### config.mk
export PLATFORM = sky130hd
export DESIGN_NAME = xcvr_reconfig_arbiter
export DESIGN_NICKNAME = d
export VERILOG_FILES = /design/src/rtl/xcvr_reconfig_pkg.sv /design/src/rtl/xcvr_reconfig_arbiter_rr_grant.sv /design/src/rtl/xcvr_reconfig_arbiter.sv
export SDC_FILE = /design/constraint.sdc
export NUM_CORES = 1
export LEC_CHECK = 0
export BUFFER_PORTS_ARGS = -buffer_cell sky130_fd_sc_hd__buf_2
export CAP_MARGIN = 10
export CORE_MARGIN = 2
export CORE_UTILIZATION = 41
export CTS_CLUSTER_SIZE = 40
export DETAILED_ROUTE_END_ITERATION = 7
export PLACE_DENSITY = 0.89
export SLEW_MARGIN = 30
export SYNTH_ARGS = -nofsm -noshare
export SYNTH_HDL_FRONTEND = slang
export SYNTH_SLANG_ARGS = --single-unit
### constraint.sdc
create_clock -name clock -period 1.59 [get_ports clock]
set_clock_uncertainty 0.2 [all_clocks]
set_input_delay 0.0795 -clock clock [delete_from_list [all_inputs] [get_ports clock]]
set_output_delay 0.0795 -clock clock [all_outputs]
set_load 0.01 [all_outputs]
### src/rtl/xcvr_reconfig_pkg.sv
// Shared types and constants for the transceiver reconfiguration arbiter.
package xcvr_reconfig_pkg;

  typedef enum logic [1:0] {
    IDLE    = 2'd0,
    ISSUE   = 2'd1,
    WAIT_RD = 2'd2
  } arb_state_t;

  localparam logic [31:0] READ_TIMEOUT_DATA = 32'hDEADBEEF;
  localparam int          BE_W              = 4;
  localparam int          DATA_W            = 32;

  // Index width that stays legal for a single requester.
  function automatic int idx_width(input int n);
    return (n > 1) ? $clog2(n) : 1;
  endfunction

endpackage

### src/rtl/xcvr_reconfig_arbiter_rr_grant.sv
// Combinational round-robin selector: first pending index after the last grant,
// wrapping modulo NUM_REQ.
module rr_grant
  import xcvr_reconfig_pkg::*;
#(
  parameter int NUM_REQ = 2,
  parameter int IDX_W   = idx_width(NUM_REQ)
) (
  input  logic [NUM_REQ-1:0] i_pending,
  input  logic [IDX_W-1:0]   i_last_grant,
  output logic [IDX_W-1:0]   o_grant_idx,
  output logic               o_grant_vld
);

  function automatic logic [IDX_W-1:0] wrap_idx(input logic [IDX_W-1:0] base, input int off);
    int sum;
    sum = int'(base) + off;
    return IDX_W'(sum % NUM_REQ);
  endfunction

  // Walk farthest-to-nearest so the nearest pending index is the last one written.
  always_comb begin
    o_grant_idx = '0;
    o_grant_vld = 1'b0;
    for (int k = NUM_REQ; k >= 1; k--) begin
      if (i_pending[wrap_idx(i_last_grant, k)]) begin
        o_grant_idx = wrap_idx(i_last_grant, k);
        o_grant_vld = 1'b1;
      end
    end
  end

endmodule

### src/rtl/xcvr_reconfig_arbiter.sv
// Round-robin arbiter sharing one reconfig management port between NUM_REQ masters.
//   state   | meaning
//   IDLE    | pick next requester, latch its command
//   ISSUE   | drive command downstream until m_waitrequest drops
//   WAIT_RD | hold the port until read data returns or the timeout fires
module xcvr_reconfig_arbiter
  import xcvr_reconfig_pkg::*;
#(
  parameter int NUM_REQ        = 2,
  parameter int ADDR_W         = 32,
  parameter int TIMEOUT_CYCLES = 1024
) (
  input  logic                      clock,
  input  logic                      reset_n,
  input  logic [NUM_REQ-1:0]        req_read,
  input  logic [NUM_REQ-1:0]        req_write,
  input  logic [NUM_REQ*ADDR_W-1:0] req_address,
  input  logic [NUM_REQ*DATA_W-1:0] req_writedata,
  input  logic [NUM_REQ*BE_W-1:0]   req_byteenable,
  output logic [NUM_REQ-1:0]        req_waitrequest,
  output logic [DATA_W-1:0]         req_readdata,
  output logic [NUM_REQ-1:0]        req_readdatavalid,
  output logic                      m_read,
  output logic                      m_write,
  output logic [ADDR_W-1:0]         m_address,
  output logic [DATA_W-1:0]         m_writedata,
  output logic [BE_W-1:0]           m_byteenable,
  input  logic [DATA_W-1:0]         m_readdata,
  input  logic                      m_readdatavalid,
  input  logic                      m_waitrequest,
  output logic                      timeout_err,
  input  logic                      err_clear
);

  localparam int               IDX_W    = idx_width(NUM_REQ);
  localparam int               CNT_W    = (TIMEOUT_CYCLES > 1) ? $clog2(TIMEOUT_CYCLES) : 1;
  localparam logic [CNT_W-1:0] CNT_LAST = CNT_W'(TIMEOUT_CYCLES - 1);
  localparam logic [IDX_W-1:0] IDX_LAST = IDX_W'(NUM_REQ - 1);

  arb_state_t         r_state;
  arb_state_t         w_state_nxt;
  logic [IDX_W-1:0]   r_gnt;
  logic [IDX_W-1:0]   r_last_grant;
  logic [IDX_W-1:0]   w_gnt_idx;
  logic               w_gnt_vld;
  logic [CNT_W-1:0]   r_tmo_cnt;
  logic [NUM_REQ-1:0] w_pending;
  logic               w_take;
  logic               w_accept;
  logic               w_rd_data;
  logic               w_rd_tmo;

  assign w_pending = req_read | req_write;

  rr_grant #(
    .NUM_REQ (NUM_REQ),
    .IDX_W   (IDX_W)
  ) u_rr_grant (
    .i_pending    (w_pending),
    .i_last_grant (r_last_grant),
    .o_grant_idx  (w_gnt_idx),
    .o_grant_vld  (w_gnt_vld)
  );

  always_ff @(posedge clock or negedge reset_n) begin
    if (!reset_n) r_state <= IDLE;
    else          r_state <= w_state_nxt;
  end

  always_comb begin
    w_state_nxt     = r_state;
    w_take          = 1'b0;
    w_accept        = 1'b0;
    w_rd_data       = 1'b0;
    w_rd_tmo        = 1'b0;
    req_waitrequest = '1;
    unique case (r_state)
      IDLE: begin
        if (w_gnt_vld) begin
          w_take      = 1'b1;
          w_state_nxt = ISSUE;
        end
      end
      ISSUE: begin
        if (!m_waitrequest) begin
          w_accept               = 1'b1;
          req_waitrequest[r_gnt] = 1'b0;
          w_state_nxt            = m_write ? IDLE : WAIT_RD;
        end
      end
      WAIT_RD: begin
        // Real data beats the timeout when both land in the same cycle.
        if (m_readdatavalid) begin
          w_rd_data   = 1'b1;
          w_state_nxt = IDLE;
        end else if (r_tmo_cnt == CNT_LAST) begin
          w_rd_tmo    = 1'b1;
          w_state_nxt = IDLE;
        end
      end
      default: w_state_nxt = IDLE;
    endcase
  end

  always_ff @(posedge clock or negedge reset_n) begin
    if (!reset_n) begin
      r_gnt             <= '0;
      r_last_grant      <= IDX_LAST;
      r_tmo_cnt         <= '0;
      m_read            <= 1'b0;
      m_write           <= 1'b0;
      m_address         <= '0;
      m_writedata       <= '0;
      m_byteenable      <= '0;
      req_readdata      <= '0;
      req_readdatavalid <= '0;
    end else begin
      req_readdatavalid <= '0;
      if (w_take) begin
        r_gnt        <= w_gnt_idx;
        m_address    <= req_address[int'(w_gnt_idx)*ADDR_W +: ADDR_W];
        m_writedata  <= req_writedata[int'(w_gnt_idx)*DATA_W +: DATA_W];
        m_byteenable <= req_byteenable[int'(w_gnt_idx)*BE_W +: BE_W];
        m_write      <= req_write[w_gnt_idx];
        m_read       <= req_read[w_gnt_idx] & ~req_write[w_gnt_idx];
      end
      if (w_accept) begin
        m_read       <= 1'b0;
        m_write      <= 1'b0;
        r_last_grant <= r_gnt;
        r_tmo_cnt    <= '0;
      end
      if (r_state == WAIT_RD && !w_rd_data && !w_rd_tmo) begin
        r_tmo_cnt <= r_tmo_cnt + CNT_W'(1);
      end
      if (w_rd_data) begin
        req_readdata             <= m_readdata;
        req_readdatavalid[r_gnt] <= 1'b1;
      end
      if (w_rd_tmo) begin
        req_readdata             <= READ_TIMEOUT_DATA;
        req_readdatavalid[r_gnt] <= 1'b1;
      end
    end
  end

  // Setting the flag takes priority over a clear in the same cycle.
  always_ff @(posedge clock or negedge reset_n) begin
    if (!reset_n)       timeout_err <= 1'b0;
    else if (w_rd_tmo)  timeout_err <= 1'b1;
    else if (err_clear) timeout_err <= 1'b0;
  end

endmodule

=== Word-level counts from Yosys, hierarchy flattened ===
Index checks and enable logic that the tools add are counted.
Widths: inputs -> output; s select.

* $add $sub $neg: 3
* $lt $le $gt $ge: 5
* Eq/ne operators: 6
* Shift operators: 3
* Mux-type cells: 43
* Bitwise operators: 5
* Reductions and logical operators: 11

{| class="wikitable"
|+ Operator list
! operator !! number
|-
| $shiftx 64x7->32 || 2
|-
| $mux 32 || 2
|-
| $mux 1 || 28
|-
| $mux 10 || 2
|-
| $mux 2 || 9
|-
| $add 10x1->10 const B || 1
|-
| $eq 10x10->1 const B || 1
|-
| $lt 1x2->1 const B || 4
|-
| $reduce_bool 2->1 || 4
|-
| $shiftx 8x4->4 || 1
|-
| $pmux 2 s3 || 1
|-
| $or 2x2->2 || 2
|-
| $logic_and 1x1->1 || 3
|-
| $ne 3x3->1 const B || 1
|-
| $reduce_and 3->1 || 1
|-
| $add 1x1->1 const B || 2
|-
| $eq 2x1->1 const B || 1
|-
| $eq 2x2->1 const B || 1
|-
| $logic_not 1->1 || 2
|-
| $logic_not 2->1 || 1
|-
| $ne 2x1->1 const B || 1
|-
| $ne 2x2->1 const B || 1
|-
| $not 2->2 || 1
|-
| $and 1x1->1 || 1
|-
| other kinds (3) || 3
|}

* Flip-flop bits (word level): 119
* Input port bits: 177
* Output and inout bits: 107
* Logic and storage cells: 88

=== Depth between registers and ports, before layout ===
* Word-level depth: 11
* Gate-level depth with buffers: 7
* Depth with buffers taken out: 5

=== Hierarchy ===
Synthesis repeated with hierarchy kept, for this count alone.

* Cells, all modules: 533
* Area, all modules: 5316.3 µm²

{| class="wikitable"
|+ By module, submodules not included
! module !! times used !! cells an instance !! area each (µm²) !! sequential area each (µm²)
|-
| xcvr_reconfig_arbiter || 1 || 531 || 5302.6 || 2979.1
|-
| rr_grant || 1 || 2 || 13.8 || 0.0
|}

=== Least setup slack after synthesis ===
No wires, ideal clock.

* Kind: reg2reg
* Start point: reg r_last_grant
* End point: reg m_writedata[16]
* Setup time: 0.135 ns
* Arrival time: 1.395 ns
* Required time: 1.255 ns
* Path slack: -0.140 ns
* Stages on the path, launching flop included: 8
* Path buffers: 3
* Period minus slack after synthesis: 1.730 ns
* Path through: dfstp_2 -> o21ai_0 -> o21ai_0 -> buf_2 -> buf_4 -> buf_6 -> mux2i_1 -> o21ai_0

* Cells in the longest elaborated chain, start to end: 7
* Elaborated cells between the ends (all ways): 13
* Classes of those cells: 2 x add/sub; 1 x shift; 10 x mux

{| class="wikitable"
|+ RTL lines
! element !! RTL line !! RTL
|-
| start, declared || xcvr_reconfig_arbiter.sv:43 || <nowiki>logic [IDX_W-1:0] r_last_grant;</nowiki>
|-
| start signal, assigned || xcvr_reconfig_arbiter.sv:130 || <nowiki>r_last_grant <= r_gnt;</nowiki>
|-
| parallel branches: the longest is 7 deep, another holds $add 1x1->1 || n/a ||
|-
| end signal, assigned || xcvr_reconfig_arbiter.sv:122 || <nowiki>m_writedata <= req_writedata[int'(w_gnt_idx)*DATA_W +: DATA_W];</nowiki>
|-
| end, declared || xcvr_reconfig_arbiter.sv:26 || <nowiki>output logic [DATA_W-1:0] m_writedata,</nowiki>
|}

Parallel ways; which one is timed is not known. The select of a mux whose other input is x is not followed.
A chain may end at the register's enable or synchronous reset.

=== Worst setup path after layout ===
* Start point: reg r_last_grant
* End point: reg m_writedata[9]

The elaborated chain is that of the path after synthesis.

==> metrics.txt <==
# TYPE chip_impl_metric gauge
chip_impl_info{name="path_delay_family",value="flip-flops"} 1
chip_impl_metric{name="placeableCoreArea",unit="um2"} 12700
chip_impl_metric{name="total_of_endpoints_with_negative_setup_slack_in_the_final_report",unit=""} 113
chip_impl_info{name="synth_largest_area_cell",value="dfrtp_1"} 1
chip_impl_metric{name="die_w",unit="um"} 118
chip_impl_metric{name="post-place-ws",unit="ps"} -222
chip_impl_metric{name="final_number_of_hold_violating_endpoints",unit=""} 3
chip_impl_metric{name="share_of_the_clock_period_used_by_the_worst_path",unit=""} 1.17
chip_impl_info{name="path_class",value="flop to flop"} 1
chip_impl_metric{name="p_leak",unit="nW"} 5.11
chip_impl_metric{name="timing.critical_path.buf_inv",unit=""} 2
chip_impl_metric{name="postSynthNetCount",unit=""} 711
chip_impl_metric{name="place.gp.congestion",unit=""} 0.808
chip_impl_metric{name="ys_ff_latch",unit=""} 119
chip_impl_metric{name="synth.avg_cell_area",unit="um2"} 10.0
chip_impl_metric{name="synth_cell_types",unit=""} 37
chip_impl_metric{name="initial_core_utilization",unit=""} 0.421
chip_impl_metric{name="wl_per_cell",unit="um"} 20.9
chip_impl_metric{name="dieHeight",unit="um"} 118
chip_impl_metric{name="clock.fmax",unit="MHz"} 537
chip_impl_metric{name="power_frac_seq",unit=""} 0.321
chip_impl_metric{name="numClockSinks",unit=""} 119
chip_impl_info{name="min_path_type",value="input pin to flop"} 1
chip_impl_metric{name="drt_pre_antenna_iters",unit=""} 5
chip_impl_metric{name="dp_hpwl",unit="mm"} 11.2
chip_impl_metric{name="synth_top_cell_area_share",unit=""} 0.554
chip_impl_metric{name="antenna_violations_before_repair",unit=""} 3
chip_impl_metric{name="worst-slew-pin-transition",unit="ps"} 723
chip_impl_metric{name="timing.final.crit_period",unit="ps"} 1860
chip_impl_metric{name="tritoncts.num_buffers",unit=""} 17
chip_impl_metric{name="grt_max_degree",unit=""} 93
chip_impl_metric{name="grt_util_all_layers",unit=""} 0.339
chip_impl_metric{name="powerDensity",unit="nW/um2"} 1650
chip_impl_metric{name="power_switching",unit="mW"} 6.68
chip_impl_metric{name="area.growth.synth_to_final",unit="%"} 89.5
chip_impl_metric{name="port_buffers",unit=""} 283
chip_impl_metric{name="antenna_left",unit=""} 0
chip_impl_metric{name="finalNetCount",unit=""} 1208
chip_impl_metric{name="remaining_drc_errors",unit=""} 0
chip_impl_metric{name="timing.critical_path.required",unit="ps"} 1640
chip_impl_metric{name="worst_setup_hold_path_clk_slew",unit="ps"} 60
chip_impl_metric{name="placed_cells_incl_taps",unit=""} 992
chip_impl_metric{name="globalRouteOverflowTotal",unit=""} 0
chip_impl_metric{name="final_layout_size_suffix_gt1_frac",unit=""} 0.408
chip_impl_metric{name="cts-root-to-sink-buffers",unit=""} 2
chip_impl_metric{name="ff_latch_area",unit="um2"} 2980
chip_impl_info{name="failed_checks",value="negative hold slack, negative setup slack"} 1
chip_impl_metric{name="synth-edff-count",unit=""} 0
chip_impl_metric{name="slowest_delay",unit="ps"} 540
chip_impl_info{name="critical_path_cell_with_the_highest_stage_delay",value="dfstp_2"} 1
chip_impl_metric{name="worst_ep_arrival_time",unit="ps"} 1910
chip_impl_metric{name="slack_of_the_worst_reg_to_reg_path",unit="ps"} -270
chip_impl_info{name="grt_setup_unrepaired",value="true"} 1
chip_impl_metric{name="clkPwrFrac",unit=""} 0.208
chip_impl_metric{name="grt_pass1_vias",unit=""} 6970
chip_impl_metric{name="power.combinational.fraction",unit=""} 0.471
chip_impl_info{name="netlist_top_cells_area",value="dfrtp_1, mux2i_1, nand2_1, o21ai_0, nand3_1"} 1
chip_impl_info{name="run_status",value="finished, violations left"} 1
chip_impl_metric{name="boundaryPins",unit=""} 284
chip_impl_metric{name="count_of_hold_buffers_inserted_by_post_cts_repair",unit=""} 176
chip_impl_metric{name="vias",unit=""} 6739
chip_impl_metric{name="die-area",unit="um2"} 13900
chip_impl_metric{name="seq_area_frac_synth",unit=""} 0.559
chip_impl_metric{name="row_count",unit=""} 41
chip_impl_metric{name="path_max_fanout",unit=""} 7
chip_impl_metric{name="fin_worst_hold_slack",unit="ps"} -47.3
chip_impl_info{name="synth-main-ff-cell",value="dfrtp_1"} 1
chip_impl_metric{name="ys.warnings.count",unit=""} 0
chip_impl_metric{name="global_route_wire_length_before_repair",unit="mm"} 36.7
chip_impl_metric{name="timing.final.ws_setup",unit="ps"} -273
chip_impl_info{name="timing.critical_path.from_type",value="flop"} 1
chip_impl_metric{name="proportion_of_total_power_due_to_net_switching",unit=""} 0.401
chip_impl_metric{name="maxSlewViolCount",unit=""} 0
chip_impl_info{name="commonest_non_fill_non_tap_cell_in_the_layout",value="buf_2"} 1
chip_impl_info{name="most-common-layout-cells",value="buf_2, dlygate4sd3_1, nand2_1"} 1
chip_impl_metric{name="async_reset_ff_frac",unit=""} 1.00
chip_impl_metric{name="power.ir.vdd_worst",unit="V"} 0.00120
chip_impl_metric{name="final_cells",unit=""} 1218
chip_impl_metric{name="synthesis.area",unit="um2"} 5330
chip_impl_metric{name="rel_slew_slack",unit=""} 0.517
chip_impl_metric{name="worst_skew_pair.late_latency",unit="ps"} 400
chip_impl_metric{name="timing.max_cap.violations",unit=""} 0
chip_impl_metric{name="drt_iter0_drc",unit=""} 526
chip_impl_info{name="timing.critical_path.cells",value="o21ai_2, o21ai_4, buf_8, buf_16, mux2i_1, o21ai_1"} 1
chip_impl_metric{name="cts.htree.levels",unit=""} 4
chip_impl_metric{name="drt-total-wl",unit="mm"} 25.5
chip_impl_info{name="cp-end-kind",value="flop"} 1
chip_impl_metric{name="vias_per_cell",unit=""} 5.53
chip_impl_info{name="ctsRootBufferMaster",value="clkbuf_16"} 1
chip_impl_metric{name="internal_power",unit="mW"} 9.98
chip_impl_metric{name="nFillCells",unit=""} 667
chip_impl_metric{name="multi_input_comb_area",unit="um2"} 2480
chip_impl_metric{name="syn_inst",unit=""} 533
chip_impl_info{name="cts_tree",value="built"} 1
## cells in the mapped netlist, types with 2 or more instances
cell type,number
or3_1,5
mux2i_1,69
buf_2,15
buf_4,2
a31o_2,2
o21ai_0,74
o21ai_1,6
a21oi_1,7
clkbuf_1,17
dfrtp_1,118
nand3b_1,4
nand2b_1,2
inv_1,3
nand2_1,143
nand3_1,44
## power by group through the flow
stage | combinational [mW] | clock [mW] | sequential, mW
after CTS | 6.70 | 3.46 | 5.13
after detailed placement | 5.75 | 0 | 5.14
after global routing | 8.38 | 3.63 | 5.44
after global placement | 5.51 | 0 | 5.09
final | 7.85 | 3.46 | 5.35
after floorplan | 2.69 | 0 | 5.70
## per-layer routing
| metal | wire length (um) | global-route usage | up-vias |
|---|---|---|---|
| met5 | 0 | 0 | - |
| met4 | 2060 | 0.255 | 0 |
| met3 | 2710 | 0.102 | 186 |
| met2 | 12200 | 0.570 | 582 |
| met1 | 8480 | 0.358 | 3125 |
| li1 | - | - | 2846 |
## what timing repair did
item	CTS	global route
endpoints found under the hold margin	232	2
gates cloned	4	3
gates resized for setup	77	88
setup endpoints to repair	119	118
setup buffers	10	2
pin swaps	8	8
## through the flow
| stage | hold slack [ps] | utilization | power, mW | setup TNS, ps | area (um2) |
|---|---|---|---|---|---|
| after global placement | -141 | 0.570 | 10.6 | -4090 | 7220 |
| after CTS | -91.2 | 0.775 | 15.3 | -5080 | 9830 |
| after global routing | -26.2 | 0.797 | 17.5 | -13560 | 10100 |
| after floorplan | -416 | - | 8.39 | -3400 | 5360 |
| final | -47.3 | 0.798 | 16.7 | -6920 | 10100 |
| after detailed placement | -138 | 0.570 | 10.9 | -8900 | 7220 |
## state kept, by name, indices dropped and copies added, names as in the netlist, 2 cells and up
signal	count
r_state	2
req_readdatavalid	2
m_byteenable	4
req_readdata	32
r_tmo_cnt	10
m_address	32
m_writedata	32
## path summary, 6_finish.rpt
check | from | end | cells after the start
min in group asynchronous | reset_n | req_readdata[0]$_DFFE_PN0P_ | 3
max | r_last_grant$_DFFE_PN1P_ | m_writedata[9]$_DFFE_PN0P_ | 6
min | m_readdatavalid | r_tmo_cnt[5]$_DFFE_PN0P_ | 5
max in group asynchronous | reset_n | m_writedata[21]$_DFFE_PN0P_ | 4
min reg2reg | m_address[7]$_DFFE_PN0P_ | m_address[7]$_DFFE_PN0P_ | 2
max reg2reg | r_last_grant$_DFFE_PN1P_ | m_writedata[9]$_DFFE_PN0P_ | 6
## cell families after synthesis
kind of cell,share of synthesized area
adders and majority gates,0.00235
and+or+nand+nor,0.175
DFF,0.559
buffers and inverters,0.0331
AOI/OAI and AO/OA,0.102
muxes,0.130
## tightest hold or removal path, stage by stage
cell and delay [ps]:
buf_2 120, nor3b_4 60, o31ai_4 70, buf_6 120, o41ai_1 70
## cell type report
cell class | instances | area share
Multi-Input combinational cell | 376 | 0.246
Timing Repair Buffer | 513 | 0.384
Clock buffer | 19 | 0.0428
Clock inverter | 12 | 0.00867
Inverter | 3 | 0.00111
Tap cell | 172 | 0.0213
Antenna cell | 4 | 0.000990
Sequential cell | 119 | 0.295
(Power assumes the default switching activity.)
